==> config.mk <==
export PLATFORM = sky130hd
export DESIGN_NAME = frame_tx1101_flat
export DESIGN_NICKNAME = d
export VERILOG_FILES = /design/src/rtl/frame_tx1101_pkg.sv /design/src/rtl/frame_tx1101_if.sv /design/src/rtl/frame_tx1101.sv /design/src/flat_wrapper.sv
export SDC_FILE = /design/constraint.sdc
export NUM_CORES = 1
export LEC_CHECK = 0
export ABC_AREA = 1
export CORE_MARGIN = 2
export CORE_UTILIZATION = 40
export CTS_BUF_LIST = sky130_fd_sc_hd__clkbuf_8
export DETAILED_ROUTE_END_ITERATION = 8
export SLEW_MARGIN = 30
export SYNTH_ARGS = -nofsm -noshare
export SYNTH_HDL_FRONTEND = slang
export SYNTH_SLANG_ARGS = --single-unit
==> constraint.sdc <==
create_clock -name clk -period 1.5 [get_ports clk]
set_clock_uncertainty 0.15 [all_clocks]
set_input_delay 0.3 -clock clk [delete_from_list [all_inputs] [get_ports clk]]
set_output_delay 0.3 -clock clk [all_outputs]
set_load 0.02 [all_outputs]
==> src/rtl/frame_tx1101_pkg.sv <==
// Shared constants and types for the 1101 serial frame transmitter.
package frame1101_pkg;

    localparam logic [3:0] SYNC_PATTERN = 4'b1101;
    localparam int         SYNC_LEN     = 4;

    typedef enum logic [2:0] {
        IDLE,
        SYNC,
        DATA,
        PAR,
        GAP
    } state_t;

    // Sync bit at position idx, counted from the first bit sent (MSB first).
    function automatic logic sync_bit(input logic [1:0] idx);
        return SYNC_PATTERN[2'd3 - idx];
    endfunction

endpackage

==> src/rtl/frame_tx1101_if.sv <==
// Parallel payload handshake between a word producer and the frame transmitter.
interface frame_tx1101_if #(
    parameter int DATA_W = 8
);
    logic [DATA_W-1:0] din;
    logic              din_valid;
    logic              din_ready;

    modport master (output din, output din_valid, input  din_ready);
    modport slave  (input  din, input  din_valid, output din_ready);
endinterface

==> src/rtl/frame_tx1101.sv <==
// Serial frame transmitter: sync 1101, payload MSB first, optional even
// parity, then a forced-low idle gap. One bit per clock on txd.
module frame_tx1101
    import frame1101_pkg::*;
#(
    parameter int DATA_W    = 8,
    parameter bit PARITY_EN = 1'b1,
    parameter int GAP_CYC   = 2
) (
    input  logic                 clk,
    input  logic                 rst,
    input  logic                 en,
    frame_tx1101_if.slave        bus,
    output logic                 txd,
    output logic                 busy,
    output logic                 done
);

    // Wide enough for DATA_W up to 32, GAP_CYC up to 15 and the sync length.
    localparam int CNT_W = 6;

    state_t              state_q, state_d;
    logic [CNT_W-1:0]    cnt_q,   cnt_d;
    logic [DATA_W-1:0]   shift_q, shift_d;
    logic                par_q,   par_d;
    logic                txd_q,   txd_d;
    logic                done_q,  done_d;

    logic                ready;
    logic                hs;

    // Ready only while idle and enabled; rst forces it low immediately.
    assign ready         = (state_q == IDLE) & en & ~rst;
    assign hs            = ready & bus.din_valid;
    assign bus.din_ready = ready;

    assign txd  = txd_q;
    assign busy = (state_q != IDLE);
    assign done = done_q;

    // Next-state logic: txd_d/done_d describe the bit shown after this edge.
    always_comb begin
        // NOTE: every signal gets a default first so no path leaves it unassigned (no latch).
        state_d = state_q;
        cnt_d   = cnt_q;
        shift_d = shift_q;
        par_d   = par_q;
        txd_d   = 1'b0;
        done_d  = 1'b0;

        if (!en) begin
            // Abort: drop the partial frame, no done pulse, word not retried.
            state_d = IDLE;
            cnt_d   = '0;
        end else begin
            unique case (state_q)
                IDLE: begin
                    if (hs) begin
                        state_d = SYNC;
                        cnt_d   = '0;
                        shift_d = bus.din;
                        par_d   = ^bus.din;
                        txd_d   = sync_bit(2'd0);
                    end
                end

                SYNC: begin
                    if (cnt_q == CNT_W'(SYNC_LEN - 1)) begin
                        state_d = DATA;
                        cnt_d   = '0;
                        txd_d   = shift_q[DATA_W-1];
                        shift_d = shift_q << 1;
                        done_d  = (DATA_W == 1) && !PARITY_EN;
                    end else begin
                        cnt_d = cnt_q + CNT_W'(1);
                        txd_d = sync_bit(cnt_q[1:0] + 2'd1);
                    end
                end

                DATA: begin
                    if (cnt_q == CNT_W'(DATA_W - 1)) begin
                        cnt_d = '0;
                        if (PARITY_EN) begin
                            state_d = PAR;
                            txd_d   = par_q;
                            done_d  = 1'b1;
                        end else if (GAP_CYC > 0) begin
                            state_d = GAP;
                        end else begin
                            state_d = IDLE;
                        end
                    end else begin
                        cnt_d   = cnt_q + CNT_W'(1);
                        txd_d   = shift_q[DATA_W-1];
                        shift_d = shift_q << 1;
                        // Without parity the final payload bit closes the frame.
                        done_d  = !PARITY_EN && (cnt_q == CNT_W'(DATA_W - 2));
                    end
                end

                PAR: begin
                    cnt_d   = '0;
                    state_d = (GAP_CYC > 0) ? GAP : IDLE;
                end

                GAP: begin
                    if (cnt_q == CNT_W'(GAP_CYC - 1)) begin
                        state_d = IDLE;
                        cnt_d   = '0;
                    end else begin
                        cnt_d = cnt_q + CNT_W'(1);
                    end
                end

                default: begin
                    state_d = IDLE;
                    cnt_d   = '0;
                end
            endcase
        end
    end

    // State and registered outputs; async reset clears everything including the shift register.
    always_ff @(posedge clk or posedge rst) begin
        if (rst) begin
            state_q <= IDLE;
            cnt_q   <= '0;
            shift_q <= '0;
            par_q   <= 1'b0;
            txd_q   <= 1'b0;
            done_q  <= 1'b0;
        end else begin
            // NOTE: non-blocking assignments so all flops sample pre-edge values together.
            state_q <= state_d;
            cnt_q   <= cnt_d;
            shift_q <= shift_d;
            par_q   <= par_d;
            txd_q   <= txd_d;
            done_q  <= done_d;
        end
    end

endmodule

==> src/flat_wrapper.sv <==
// flat-port wrapper written by rule: the top's interface ports become plain ports
module frame_tx1101_flat import frame1101_pkg::*;
#(
    parameter int DATA_W    = 8,
    parameter bit PARITY_EN = 1'b1,
    parameter int GAP_CYC   = 2
)
  (clk, rst, en, txd, busy, done, bus_din, bus_din_valid, bus_din_ready);
  frame_tx1101_if #(.DATA_W(DATA_W)) bus_i ();
  input  logic clk;
  input  logic rst;
  input  logic en;
  output logic txd;
  output logic busy;
  output logic done;
  input wire logic [$bits(bus_i.din)-1:0] bus_din;
  input wire logic [$bits(bus_i.din_valid)-1:0] bus_din_valid;
  output wire logic [$bits(bus_i.din_ready)-1:0] bus_din_ready;
  assign bus_i.din = bus_din;
  assign bus_i.din_valid = bus_din_valid;
  assign bus_din_ready = bus_i.din_ready;
  frame_tx1101 #(.DATA_W(DATA_W), .PARITY_EN(PARITY_EN), .GAP_CYC(GAP_CYC)) u_core (.clk(clk), .rst(rst), .en(en), .bus(bus_i), .txd(txd), .busy(busy), .done(done));
endmodule
; After elaboration in Yosys (flattened, before gate mapping)
; Cells that the tools add are included.
[word_totals]
mem_bits_ro = 0
reg_bits = 20
out_inout_bits = 4
latchBits = 0
ram_bits = 0
input_bits = 12
elab_cells = 61
memories = 0
[op_classes]
div_mod_pow = 0
bitwise = 4
n_mul = 0
add_sub_neg = 3
n_lt_le_gt_ge = 1
n_shift = 0
n_mux = 26
eq_ne = 14
n_reduce_logical = 7
[op_table]
columns = operator, n
row1 = 2-to-1 mux 6 bit, 5
row2 = 2-to-1 mux 8 bit, 3
row3 = one-hot mux 6 bit (4 select lines), 1
row4 = one-hot mux 8 bit (3 select lines), 1
row5 = 2-to-1 mux 3 bit, 5
row6 = one-hot mux 3 bit (5 select lines), 1
row7 = != test 3 x 2 -> 1 bit (second input constant), 4
row8 = 2-to-1 mux 1 bit, 8
row9 = XOR reduction 8 bit, 1
row10 = adder 6 x 1 -> 6 bit (second input constant), 1
row11 = == test 3 x 2 -> 1 bit (second input constant), 2
row12 = == test 6 x 1 -> 1 bit (second input constant), 1
row13 = == test 6 x 2 -> 1 bit (second input constant), 1
row14 = == test 6 x 3 -> 1 bit (second input constant), 1
row15 = nonzero test 3 bit, 2
row16 = AND reduction 5 bit, 1
row17 = != test 2 x 1 -> 1 bit (second input constant), 2
row18 = AND reduction 4 bit, 1
row19 = AND 1 bit, 3
row20 = == test 3 x 1 -> 1 bit (second input constant), 1
row21 = == test 3 bit (second input constant), 1
row22 = zero test 3 bit, 1
row23 = less-than comparator 2 x 3 -> 1 bit (second input constant), 1
row24 = one-hot mux 1 bit (3 select lines), 1
row25 = 6 further kinds, 6

; Longest topological paths before layout
[logic_depth]
depth_word = 7
ltp_mapped = 9
ltp_nobuf = 9

; Worst setup path before layout
; OpenSTA, ideal clock, no wires.
[synth_path]
path_kind = input -> register
from = input port rst
to = register u_core.shift_q[7]
t_arrival_ps = 1347
n_path_buf = 0
setup_time_ps = 117
required_ps = 1233
cell_stages = 6
setup_slack_ps = -113
path_cell_list = inv_1 -> nand3_2 -> nand2_2 -> nand2_4 -> nand2_1 -> nand2_1
[synth_via]
elab_chain_cells = 5
[synth_lines]
columns = element, line_no
row1 = from (decl), flat_wrapper.sv:11  ; input logic rst;
row2 = inverter 1 bit, frame_tx1101.sv:33  ; assign ready = (state_q == IDLE) & en & ~rst;
row3 = AND 1 bit, frame_tx1101.sv:33
row4 = AND 1 bit, frame_tx1101.sv:34  ; assign hs = ready & bus.din_valid;
row5 = != test 2 x 1 -> 1 bit (no line), -
row6 = AND reduction 5 bit (no line), -
row7 = to (signal assigned), frame_tx1101.sv:136  ; shift_q <= shift_d;
row8 = to (decl), frame_tx1101.sv:24  ; logic [DATA_W-1:0] shift_q, shift_d;
; No other way between the ends.
; A chain may end at the register's enable or synchronous reset.

; Worst setup path after layout
[layout_path]
from = register u_core.cnt_q[1]
to = register u_core.shift_q[4]
[layout_via]
elab_chain_cells = 3
elab_cells_between_ends = 5
cone_classes = eq/ne (4) / reduce/logical (1)
[layout_lines]
columns = element, line_no
row1 = from (decl), frame_tx1101.sv:23  ; logic [CNT_W-1:0] cnt_q, cnt_d;
row2 = from (signal assigned), frame_tx1101.sv:135  ; cnt_q <= cnt_d;
row3 = == test 6 x 3 -> 1 bit or == test 6 x 2 -> 1 bit (tied branches), "frame_tx1101.sv:81, frame_tx1101.sv:68"
row4 = != test 2 bit (no line) or != test 2 x 1 -> 1 bit (tied branches), -
row5 = AND reduction 5 bit (no line) *, -
; Mark *: on every way between the ends. The rest lies on a longest branch, timed or not.

==> impl.org <==
** Run status
- The run finished, with violations left.
- The checks that failed: setup timing.

** Detailed routing
- After detailed routing, the number of remaining DRC violations is 0.
- The detail route stage leaves a number of antenna-violating nets equal to 0.
- Amount of wire on met2 after detailed routing :: 2.25 mm
- Number of vias after detailed routing :: 1553
- In the final routing, the length of wire on met1 measures 1.59 mm.
- Pre-Repair DR Iteration Count :: 5
- DR top layer :: met4
- Total wire length :: 3.97 mm
- Avg WL per Cell :: 12.7 µm
- Vias per cell :: 4.95
- For this block, the initial DRC count from the detailed router was 59.
- Routed length on met3 :: 85 µm

** Worst setup path
- Capture point of the worst reg-to-reg path :: u_core.shift_q[4]$_DFFE_PP0P_
- By instance count, the cell type seen most on the critical path is nand2_4.
- On the worst path, the slowest cell contributes a delay of 0.42 ns.
- Required time worst endpoint :: 1.51 ns
- Maximum fanout count along the critical path :: 8
- The critical path goes through ha_4, nand3_2, nand2_4, nand2_4, nor2_8, nand2_4, nand2_1, nand2_1.
- Critical path buffers and inverters :: 0
- Number of gates on the worst path with buffers counted :: 8
- Measured in cells, the most critical reg-to-reg path has a length of 8.
- Critical Path Slowest Stage Cell :: dfrtp_1
- Reg2Reg Setup Slack :: -0.06 ns
- Arrival time worst endpoint :: 1.57 ns
- In this run the critical register-to-register path is launched from u_core.cnt_q[1]$_DFFE_PP0P_.
- STA classifies the critical path startpoint as a flop.
- Capturing element type of the critical path :: flop
- The critical path is of the flop to flop type.
- The kind of cell with the highest combined delay along the critical path is simple AND/OR/NAND/NOR gates.

** STA
- Final period demand of the worst path :: 1.56 ns
- The number of hold violations in the final report came to 0.
- Setup tns final :: -0.507 ns
- Setup slack after layout :: -0.0589 ns
- Finish-stage setup viols :: 13
- The count of pins over their slew limit is 0.
- The worst pin sits at a relative slew slack of 0.816.
- Final period util :: 1.04
- For the pin with the worst max-slew slack, the measured transition is 0.277 ns.
- Setup repair after global routing could not meet its margin everywhere.
- Timing would allow up to 641 MHz.

** Hold path
- The startpoint identified for the worst hold timing path is u_core.shift_q[5]$_DFFE_PP0P_.
- For hold timing, the worst endpoint is u_core.shift_q[5]$_DFFE_PP0P_.
- Class of the worst hold path :: flop to flop
- Counting instances, the worst hold path has a depth of 2.

** CTS
- Number of buffers added by the clock tree synthesis step :: 3
- Clock edge transition at the registers on the reported setup and hold paths :: 0.07 ns
- Number of hold-repair buffers added at the cts stage :: 0
- The tree built by TritonCTS fans out to 20 sinks.
- CTS built an H-tree with a depth of 1.
- The root buffer cell chosen for the clock tree is clkbuf_8.
- TritonCTS built the clock tree.
- Clock Latency Late Sink :: 0.27 ns
- Number of buffers on the longest clock path :: 2

** Job
- Across the run, the number of max-cap violations was 0.

** GRT
- The first global-routing pass estimated 6.35 mm of wire.
- After global routing the overflow that remains totals 0.
- Antenna violations before repair :: 0
- Entering global routing, the biggest net connects 21 pins.
- The via count of the first global-routing pass came to 1498.
- Total routing resource utilization after global routing :: 0.196

** Yosys
- In this run, synthesis produced a sequential element count of 20.
- Share of the yosys chip area belonging to registers :: 0.345
- Synthesis produced a netlist whose cell count is 201.
- Average instance area after synthesis :: 7.21 µm²
- Net count after synthesis :: 216
- Cell area after synthesis :: 1450 µm²
- Number of distinct library cells after synthesis :: 28
- Yosys warns :: 0

** Pwr
- Total design power :: 3.42 mW
- Dividing total power by cell area gives a power density of 1470 nW/µm².
- In this run the static leakage power is 1.18 nW.
- IR analysis of the VDD net gives a maximum drop of 982 µV.

** Layout
- The library cell used most frequently in the layout, excluding fill and tap cells, is nand2_1.
- Share of final-layout standard cells stronger than drive strength 1 :: 0.422
- For this run, the post-layout net count is 284.
- Diodes inserted :: 0
- From synthesis to final layout, the design area changed by 60.5%.
- Fill cells in the final layout number 297.
- Most used cells in the layout excluding fill and tap cells :: nand2_1, buf_4, nand3_1, dfrtp_1, buf_6

** Placed design
- The count of buffers added on input and output ports is 15.
- Placer's final routability congestion estimate :: 0.829
- Detailed-placement wirelength estimate :: 2.78 mm

** Die
- For this design the top-level I/O count stands at 16.
- The core region is 3420 µm².
- DIE WIDTH :: 64.2 µm
- Placement Rows :: 21
- The initial utilization of the core area, before any placement, comes to 0.425.
- Height of the chip :: 64.2 µm
- The floorplan step defined a die boundary enclosing 4120 µm².
[power breakdown]
group          switching [mW]  total (mW)  internal, mW  leakage (nW)
Sequential             0.0975       0.791         0.694         0.265
Clock                   0.194       0.551         0.357        0.0357
Combinational            1.18        2.07         0.898         0.881
[cell type report]
type                    count  area (µm²)  share of cell area
multi-input cells         161        1050               0.451
repair buffers             62         552               0.237
flip-flops and latches     20         500               0.215
inverters                  21        96.3              0.0414
well taps                  46        57.6              0.0247
clock buffers               3        41.3              0.0177
clock inverters             1        30.0              0.0129
[kinds of logic after synthesis]
kind of cell    after synthesis  synth area share
compound gates                8            0.0362
xor+xnor                      6            0.0362
fa+ha+maj                     3            0.0259
buf+inv                      22            0.0638
flops                        20             0.345
simple gates                142             0.493
[what timing repair did]
item,CTS,global route
pin swaps,9,24
gates cloned,1,1
buffers inserted,2,7
setup endpoints to repair,22,20
gates resized for setup,24,44
[worst min-delay path, cell delays in order (launching register included)]
cell and delay [ns]:
dfrtp_1 0.35, nand2_1 0.05, nand2_1 0.05
[worst max path at each step]
stage                                  startpoint                            end
global placement                               en                  bus_din_ready
floorplan             u_core.cnt_q[0]$_DFFE_PP0P_  u_core.shift_q[7]$_DFFE_PP0P_
CTS                   u_core.cnt_q[0]$_DFFE_PP0P_  u_core.shift_q[4]$_DFFE_PP0P_
finish                u_core.cnt_q[1]$_DFFE_PP0P_  u_core.shift_q[4]$_DFFE_PP0P_
detailed placement                             en                  bus_din_ready
global route        u_core.state_q[2]$_DFFE_PP0P_  u_core.shift_q[4]$_DFFE_PP0P_
[state kept, by name, summed over array words and instances (netlist names)]
signal and flops:
u_core.cnt_q 6, u_core.done 1, u_core.par_q 1, u_core.shift_q 8, u_core.state_q 3, u_core.txd 1
[through the flow]
step	worst slack [ns]	area, µm²	hold WS, ns	utilization	std cells
finish	-0.0589	2330	0.327	0.681	314
global route	-0.145	2330	0.364	0.681	314
CTS	-0.0640	2090	0.332	0.611	306
detailed placement	-0.582	1950	0.313	0.570	299
global placement	-0.579	1950	0.304	0.570	299
floorplan	0.00891	1460	0.0106	-	201
[synthesized netlist by cell type]
cell type | n | share of area
inv_2 | 5 | 0.013
nor2_8 | 1 | 0.014
o21ai_2 | 1 | 0.0060
nand3b_1 | 1 | 0.0052
nand3_2 | 2 | 0.014
ha_1 | 3 | 0.026
nand2_4 | 4 | 0.031
nand4_1 | 1 | 0.0043
clkinv_1 | 2 | 0.0052
inv_4 | 2 | 0.0086
o21ai_1 | 2 | 0.0069
a21oi_1 | 1 | 0.0034
nand2_2 | 3 | 0.013
o21bai_1 | 2 | 0.010
dfrtp_1 | 20 | 0.35
xor2_1 | 2 | 0.012
clkinv_2 | 1 | 0.0034
buf_4 | 1 | 0.0052
nor3_1 | 2 | 0.0069
a31oi_1 | 1 | 0.0043
nand3_1 | 28 | 0.097
nor2_1 | 12 | 0.031
o31ai_1 | 1 | 0.0052
nand2_1 | 81 | 0.21
xnor2_1 | 4 | 0.024
inv_1 | 11 | 0.028
nand3_4 | 3 | 0.036
nor2_4 | 4 | 0.031
[layer usage]
layer  vias to the layer above  GRT usage
met5                         -          0
met4                         0     0.0771
met3                         5     0.0317
met2                        22      0.374
met1                       751      0.212
li1                        775          -
Note: power is estimated with default switching activity, not from simulation.
